File: config.mk
export PLATFORM = sky130hd
export DESIGN_NAME = register_bank
export DESIGN_NICKNAME = d
export VERILOG_FILES = /design/src/rtl/regbank_pkg.sv /design/src/rtl/regbank_next.sv /design/src/rtl/register_bank.sv
export SDC_FILE = /design/constraint.sdc
export NUM_CORES = 1
export LEC_CHECK = 0
export CORE_UTILIZATION = 40
export DETAILED_ROUTE_END_ITERATION = 8
export HOLD_SLACK_MARGIN = 0.06
export PLACE_DENSITY = 0.68
export SLEW_MARGIN = 15
export SYNTH_ARGS = -nofsm -noshare
export SYNTH_HDL_FRONTEND = slang
export SYNTH_SLANG_ARGS = --single-unit
File: constraint.sdc
create_clock -name clk -period 3.5 [get_ports clk]
set_clock_uncertainty 0.2 [all_clocks]
set_input_delay 0.7 -clock clk [delete_from_list [all_inputs] [get_ports clk]]
set_output_delay 0.7 -clock clk [all_outputs]
set_load 0.02 [all_outputs]
File: src/rtl/regbank_pkg.sv
// regbank_pkg: shared constants for the FRANK6000 register bank.
//   OP_NOP / OP_LOAD / OP_INC / OP_DEC : write-port operation encoding
//   DEFAULT_WIDTH / DEFAULT_DEPTH      : default bank geometry
package regbank_pkg;

   localparam int unsigned OP_W          = 2;
   localparam int unsigned DEFAULT_WIDTH = 8;
   localparam int unsigned DEFAULT_DEPTH = 4;

   localparam logic [OP_W-1:0] OP_NOP  = 2'b00;
   localparam logic [OP_W-1:0] OP_LOAD = 2'b01;
   localparam logic [OP_W-1:0] OP_INC  = 2'b10;
   localparam logic [OP_W-1:0] OP_DEC  = 2'b11;

endpackage : regbank_pkg

File: src/rtl/regbank_next.sv
// regbank_next: combinational next-value / carry computation for one register.
// Shared by the write path and the optional bypass path so both always agree.
// Ports:
//   op       in  2      write-port operation
//   old_val  in  WIDTH  current register contents
//   wdata    in  WIDTH  load value
//   val_c    out WIDTH  value to be written
//   co_c     out 1      carry (INC) / borrow (DEC)
//   wr_en_c  out 1      register is written (op != NOP)
//   co_en_c  out 1      co flag is updated (INC or DEC)
module regbank_next
   import regbank_pkg::*;
#(
   parameter int unsigned WIDTH = DEFAULT_WIDTH
) (
   input  logic [OP_W-1:0]  op,
   input  logic [WIDTH-1:0] old_val,
   input  logic [WIDTH-1:0] wdata,
   output logic [WIDTH-1:0] val_c,
   output logic             co_c,
   output logic             wr_en_c,
   output logic             co_en_c
);

   logic [WIDTH:0] inc_ext;
   logic [WIDTH:0] dec_ext;

   // Extend by one bit; bit WIDTH of the result is the carry or borrow.
   assign inc_ext = {1'b0, old_val} + (WIDTH+1)'(1);
   assign dec_ext = {1'b0, old_val} - (WIDTH+1)'(1);

   // Operation decode.
   always_comb begin
      val_c   = old_val;
      co_c    = 1'b0;
      wr_en_c = 1'b0;
      co_en_c = 1'b0;
      case (op)
         OP_LOAD: begin
            val_c   = wdata;
            wr_en_c = 1'b1;
         end
         OP_INC: begin
            val_c   = inc_ext[WIDTH-1:0];
            co_c    = inc_ext[WIDTH];
            wr_en_c = 1'b1;
            co_en_c = 1'b1;
         end
         OP_DEC: begin
            val_c   = dec_ext[WIDTH-1:0];
            co_c    = dec_ext[WIDTH];
            wr_en_c = 1'b1;
            co_en_c = 1'b1;
         end
         default: ;
      endcase
   end

endmodule : regbank_next

File: src/rtl/register_bank.sv
// register_bank: DEPTH x WIDTH general-purpose register bank with one
// load/increment/decrement write port, a registered carry/borrow flag and
// two combinational read ports.
// Optional feature: define REGBANK_BYPASS_EN to forward the pending write
// value to a read port addressing waddr (suppressed while rst is high).
// Ports:
//   clk      in  1      rising-edge clock
//   rst      in  1      synchronous active-high reset
//   op       in  2      00 NOP, 01 LOAD, 10 INC, 11 DEC
//   waddr    in  AW     target register of op
//   wdata    in  WIDTH  load value
//   raddr_a  in  AW     read port A address
//   raddr_b  in  AW     read port B address
//   rdata_a  out WIDTH  contents of register raddr_a
//   rdata_b  out WIDTH  contents of register raddr_b
//   co       out 1      carry/borrow of the last INC/DEC
module register_bank
   import regbank_pkg::*;
#(
   parameter int unsigned WIDTH = DEFAULT_WIDTH,
   parameter int unsigned DEPTH = DEFAULT_DEPTH,
   localparam int unsigned AW   = $clog2(DEPTH)
) (
   input  logic             clk,
   input  logic             rst,
   input  logic [OP_W-1:0]  op,
   input  logic [AW-1:0]    waddr,
   input  logic [WIDTH-1:0] wdata,
   input  logic [AW-1:0]    raddr_a,
   input  logic [AW-1:0]    raddr_b,
   output logic [WIDTH-1:0] rdata_a,
   output logic [WIDTH-1:0] rdata_b,
   output logic             co
);

   logic [WIDTH-1:0] regs [DEPTH];
   logic [WIDTH-1:0] next_val;
   logic             next_co;
   logic             wr_en;
   logic             co_en;

   // Next value of the addressed register.
   regbank_next #(
      .WIDTH (WIDTH)
   ) u_next (
      .op      (op),
      .old_val (regs[waddr]),
      .wdata   (wdata),
      .val_c   (next_val),
      .co_c    (next_co),
      .wr_en_c (wr_en),
      .co_en_c (co_en)
   );

   // Storage and carry flag; reset overrides any operation.
   always_ff @(posedge clk) begin
      if (rst) begin
         for (int i = 0; i < int'(DEPTH); i++) begin
            regs[i] <= '0;
         end
         co <= 1'b0;
      end else begin
         if (wr_en) begin
            regs[waddr] <= next_val;
         end
         if (co_en) begin
            co <= next_co;
         end
      end
   end

`ifdef REGBANK_BYPASS_EN
   logic hit_a;
   logic hit_b;

   // Forward the pending write to a port reading the target register.
   assign hit_a = !rst && wr_en && (raddr_a == waddr);
   assign hit_b = !rst && wr_en && (raddr_b == waddr);

   assign rdata_a = hit_a ? next_val : regs[raddr_a];
   assign rdata_b = hit_b ? next_val : regs[raddr_b];
`else
   // Plain indexed reads of stored contents.
   assign rdata_a = regs[raddr_a];
   assign rdata_b = regs[raddr_b];
`endif

endmodule : register_bank

==> results of run 1 <==
-- metal layers --
metal | up-vias | share of wire, % | global-route usage [%]
li1 | 834 | - | -
met2 | 78 | 50 | 36.1
met3 | 7 | 9.0 | 4.55
met5 | - | 0 | 0
met4 | 0 | 1.0 | 6.73
met1 | 880 | 40 | 26.7
-- final cells by class --
| cell class | instances | area [um2] |
|---|---|---|
| clock buffer | 5 | 68.8 |
| clock inverter | 3 | 17.5 |
| fill | 444 | 2300 |
| inverter | 7 | 26.3 |
| multi-input combinational | 128 | 1160 |
| sequential | 33 | 981 |
| tap | 70 | 87.6 |
| timing repair buffer | 64 | 593 |
-- state kept, by name (all words and copies together), names as in the netlist --
name  count
regs     32
co        1
-- layout by cell type, fill, tap and decap left out, drive strengths merged, types with 5 or more instances in the layout --
cell type      Yosys  layout
a21oi             12      12
buf                5      30
clkbuf             7       5
clkdlybuf4s50      0      33
edfxtp            32      32
inv                7       7
mux4              24      24
nand2             12      12
nor2              28      28
o21ai              6       6
or3                5       5
-- repair_timing --
item,in CTS,in global routing
gates resized for setup,0,2
endpoints found under the setup margin,0,4
hold buffers,0,0
-- stage by stage --
step	TNS, ns	instances
after detailed placement	-1.66	302
after CTS	0	310
final	0	310
after floorplan	0	180
after global placement	-1.03	302
after global routing	0	310
-- where the power goes --
part	switching, W	internal, W	total (W)
Combinational	0.000158	0.000166	0.000325
Sequential	0.0000161	0.000463	0.000479
Clock	0.000144	0.000137	0.000281
Total	0.000319	0.000766	0.00109
-- how the worst max path moves through the flow --
| stage | cells after the start | slack [ns] | from | end |
|---|---|---|---|---|
| 2_1_floorplan | 8 | 0.47 | waddr[1] | regs[0][4]$_SDFFCE_PN0P_ |
| 3_3_place_gp | 8 | -0.13 | waddr[0] | regs[0][4]$_SDFFCE_PN0P_ |
| 3_5_place_dp | 8 | -0.20 | waddr[0] | regs[2][4]$_SDFFCE_PN0P_ |
| 4_1_cts | 8 | 0.12 | waddr[0] | regs[2][4]$_SDFFCE_PN0P_ |
| 5_1_grt | 4 | 0.12 | raddr_b[0] | rdata_b[6] |
| 6_report | 4 | 0.15 | raddr_b[0] | rdata_b[6] |
-- critical path: cells and delay by family --
family                 cells  cell delay [ns]
buffers and inverters      3             1.24
multiplexers               1             0.51
-- kinds of logic (layout without fill, tap and decap cells) --
kind of cell	count (synthesis)	after routing	synth area share [%]
simple gates	65	65	14.3
compound gates	33	33	10.5
flops	33	33	44.2
mux	25	25	24.8
buf+inv	19	79	3.89
xor+xnor	3	3	1.18
fa+ha+maj	2	2	1.13
==> out/metrics.cfg, run 1 <==
[place]
port_buffers = 34
dp_hpwl_mm = 4.25
gp_congestion = 0.835
dpl-instance-area_um2 = 2840
dpl_worst_slack_ns = -0.200

[global_routing]
antenna_found_initial = 0
grt_pass1_wl_mm = 9.06
grt_pass1_vias = 1776
gr-total-overflow = 0
grt.total_usage_pct = 21.1
grt_max_degree = 20

[sta]
holdWs_ns = 0.352
finalCriticalPeriod_ns = 3.35
worst_pin_slew_ns = 0.537
rsz0062_at_grt = false
maxSlewViolCount = 0
max_slew_margin_pct = 63.8
setup_slack_ns = 0.150
fmax_mhz = 299
finalSetupViolations = 0
period_share_pct = 95.7
hold_viol = 0

[floorplanning]
die_y_um = 76.5
start_util_pct = 42.4
die_area_um2 = 5850
num_rows = 26
die_x_um = 76.5
ios = 35
coreArea_um2 = 5240

[critical_path]
r2r-end = regs[2][4]$_SDFFCE_PN0P_
cp_cell_sequence = clkdlybuf4s50_1 > buf_12 > mux4_2 > clkdlybuf4s50_1
crit_type = in -> out
reg2regPathDepth = 7
slowest_stage = clkdlybuf4s50_1
r2r-start = regs[3][1]$_DFFE_PP_
r2r_slack_ns = 0.84
crit_path_start_kind = input port
crit_fanout = 8
crit_arrival_ns = 2.45
end_kind = output pin
crit_required_ns = 2.60
slowest_delay_ns = 0.56
path_common_cell = clkdlybuf4s50_1

[drt]
via_per_inst = 5.80
ant_nets = 0
routed_wl_mm = 5.80
first_pass_iters = 4
wl_per_cell_um = 18.7
drc = 0
drt_iter0_markers = 145
route.vias.total = 1799

[run]
maxCapViolCount = 0

[logic_synthesis]
synth.distinct_cells = 40
ys_warn_count = 0
synthFlopType = edfxtp_1
yosysTopAreaCell = edfxtp_1
netlist_area_um2 = 2220
synth_enable_flop_cells = 32
ys_ff_latch = 33
syn_inst = 180
async_flop_share_pct = 0
syn_avg_cell_area_um2 = 12.3
ys_seq_area_share_pct = 44.2
synth_area_leaders = edfxtp_1, mux4_2, nor2_1, a21oi_1, nand2_1
synth_top_area_share_pct = 43.3
synth_common_cells = edfxtp_1, nor2_1, mux4_2, a21oi_1, nand2_1
syn-num-nets = 200
yosysMostFrequentCell = edfxtp_1

[clocking]
clk_pin_slew_ns = 0.06
cts-root-buf = clkbuf_8
numCtsBuffers = 5
post_cts_buffers = 0
cts_buffer_depth = 2
cts_tree = built
worstSkewPairLatency_ns = 0.29
htree_levels = 2
clock_sinks = 33

[final_layout]
num_antenna_cells = 0
drive_above_1_share_pct = 29.2
stdcell_area_um2 = 2930
area_growth_pct = 32.2
post-route-util_pct = 56.0
nets = 259

[worst_hold_path]
min_path_cells = 2
worstHoldEndpoint = co$_SDFFE_PP0P_
hold_path.class = reg -> reg
min_from = co$_SDFFE_PP0P_

[pwr]
power_leakage_nw = 1.07
p_per_area_nw_per_um2 = 370
power_w = 0.00109
ir_drop_mv = 0.250

[run_status]
outcome = completed

Note: power is estimated with default switching activity, not from simulation.
==> run 2, diff against run 1 <==
--- a/config.mk
+++ b/config.mk
@@ -8,7 +8,7 @@
 export CORE_UTILIZATION = 40
 export DETAILED_ROUTE_END_ITERATION = 8
 export HOLD_SLACK_MARGIN = 0.06
-export PLACE_DENSITY = 0.68
+export PLACE_DENSITY = 0.71
 export SLEW_MARGIN = 15
 export SYNTH_ARGS = -nofsm -noshare
 export SYNTH_HDL_FRONTEND = slang
==> constraint.sdc (replaced) <==
create_clock -name clk -period 2.8 [get_ports clk]
set_clock_uncertainty 0.2 [all_clocks]
set_input_delay 0.56 -clock clk [delete_from_list [all_inputs] [get_ports clk]]
set_output_delay 0.56 -clock clk [all_outputs]
set_load 0.02 [all_outputs]
==> run 2 against run 1 <==
Effect of this change:
- total power rose by 25%
- combinational power is 24% higher
- critical path depth stayed put
- largest power group unchanged
==> out/metrics.cfg, run 2 (synthesis gave the netlist of run 1 again) <==
[final_layout]
drive_above_1_share_pct = 40.9
final_common_cell = buf_4
fill_cells = 453
top_register = regs
largest_register_ff_count = 32
area_growth_pct = 34.9
reg_top3 = regs (32), co (1)
num_antenna_cells = 0
stdcell_count = 327
nets = 276
layout_common_cells = buf_4, edfxtp_1, nor2_1

[pwr]
power_w = 0.00135
p_per_area_nw_per_um2 = 452
ir_drop_mv = 0.291
power_leakage_nw = 1.15

[clocking]
clock_sinks = 33
post_cts_buffers = 0
numCtsBuffers = 5
cts_tree = built
postCtsHoldBufs = 0
worstSkewPairLatency_ns = 0.28
cts-root-buf = clkbuf_8
htree_levels = 2
clk_pin_slew_ns = 0.07
cts_buffer_depth = 2

[drt]
drt_iter0_markers = 155
routed_wl_mm = 6.04
route.vias.total = 1856
wl_per_cell_um = 18.5
drc = 0
first_pass_iters = 4
via_per_inst = 5.68
ant_nets = 0

[run]
maxCapViolCount = 0

[global_routing]
gr-total-overflow = 0
grt_pass1_wl_mm = 9.44
antenna_found_initial = 0
grt.total_usage_pct = 21.5
grt_pass1_vias = 1907
grt_max_degree = 20

[floorplanning]
die_area_um2 = 5850
die_x_um = 76.5
start_util_pct = 42.4
coreArea_um2 = 5240
ios = 35
num_rows = 26
die_y_um = 76.5

[critical_path]
crit_type = in -> out
crit_required_ns = 2.04
crit_arrival_ns = 2.02
crit_fanout = 4
crit_path_start_kind = input port
end_kind = output pin

[sta]
hold_viol = 0
fmax_mhz = 360
setup_slack_ns = 0.0243
period_share_pct = 99.1
worst_pin_slew_ns = 0.493
rsz0062_at_grt = false
finalCriticalPeriod_ns = 2.78
finalSetupViolations = 0
max_slew_margin_pct = 67.0
maxSlewViolCount = 0

[place]
dpl.cell_count = 319
port_buffers = 34
dp_hpwl_mm = 4.57
dpl_worst_slack_ns = -0.784
gp_congestion = 0.876

[worst_hold_path]
hold_path.class = reg -> reg

[run_status]
outcome = completed

run 2: metal layers:
metal	track usage (%)	up-vias	share of wire, %
li1	-	870	-
met1	28.5	916	41
met2	36.4	61	51
met3	3.35	9	6.7
met4	6.54	0	1.5
met5	0	-	0
run 2: final timing paths:
check,startpoint,endpoint,slack [ns],cells after the start
hold / removal,co$_SDFFE_PP0P_,co$_SDFFE_PP0P_,0.34,2
setup / recovery,raddr_a[0],rdata_a[6],0.02,4
hold reg to reg,co$_SDFFE_PP0P_,co$_SDFFE_PP0P_,0.34,2
setup reg to reg,regs[3][1]$_DFFE_PP_,regs[0][4]$_SDFFCE_PN0P_,0.09,7
run 2: power by group:
| group | internal (W) | switching [W] |
|---|---|---|
| sequential | 0.000579 | 0.0000218 |
| combinational | 0.000201 | 0.000202 |
| clock | 0.000171 | 0.000177 |
| total | 0.000952 | 0.000401 |
run 2: area by class of cell:
cell class              instances  area (um2)  share of cell area, %
multi-input cells             128        1170                   39.1
flip-flops and latches         33         981                   32.8
repair buffers                 81         639                   21.4
well taps                      70        87.6                   2.93
clock buffers                   5        68.8                   2.30
inverters                       7        26.3                  0.878
clock inverters                 3        17.5                  0.586
run 2: metrics by stage:
stage	area (um2)	hold WS, ns	util (%)	TNS, ns
2_1_floorplan	2230	0.400	-	-0.0112
3_3_place_gp	2970	0.324	56.6	-21.93
3_5_place_dp	2970	0.335	56.6	-22.50
4_1_cts	3050	0.344	58.2	0
5_1_grt	2990	0.376	57.1	0
6_report	2990	0.340	57.1	0
run 2: critical path, cell delays in order:
cell and delay [ns]:
clkdlybuf4s50_1 0.48, buf_4 0.17, mux4_2 0.53, clkdlybuf4s15_2 0.27
run 2: what timing repair did:
| item | 4_1_cts | 5_1_grt |
|---|---|---|
| endpoints found under the setup margin | 45 | 16 |
| cloned | 0 | 0 |
| gates resized for setup | 42 | 17 |
| pin swaps | 1 | 1 |
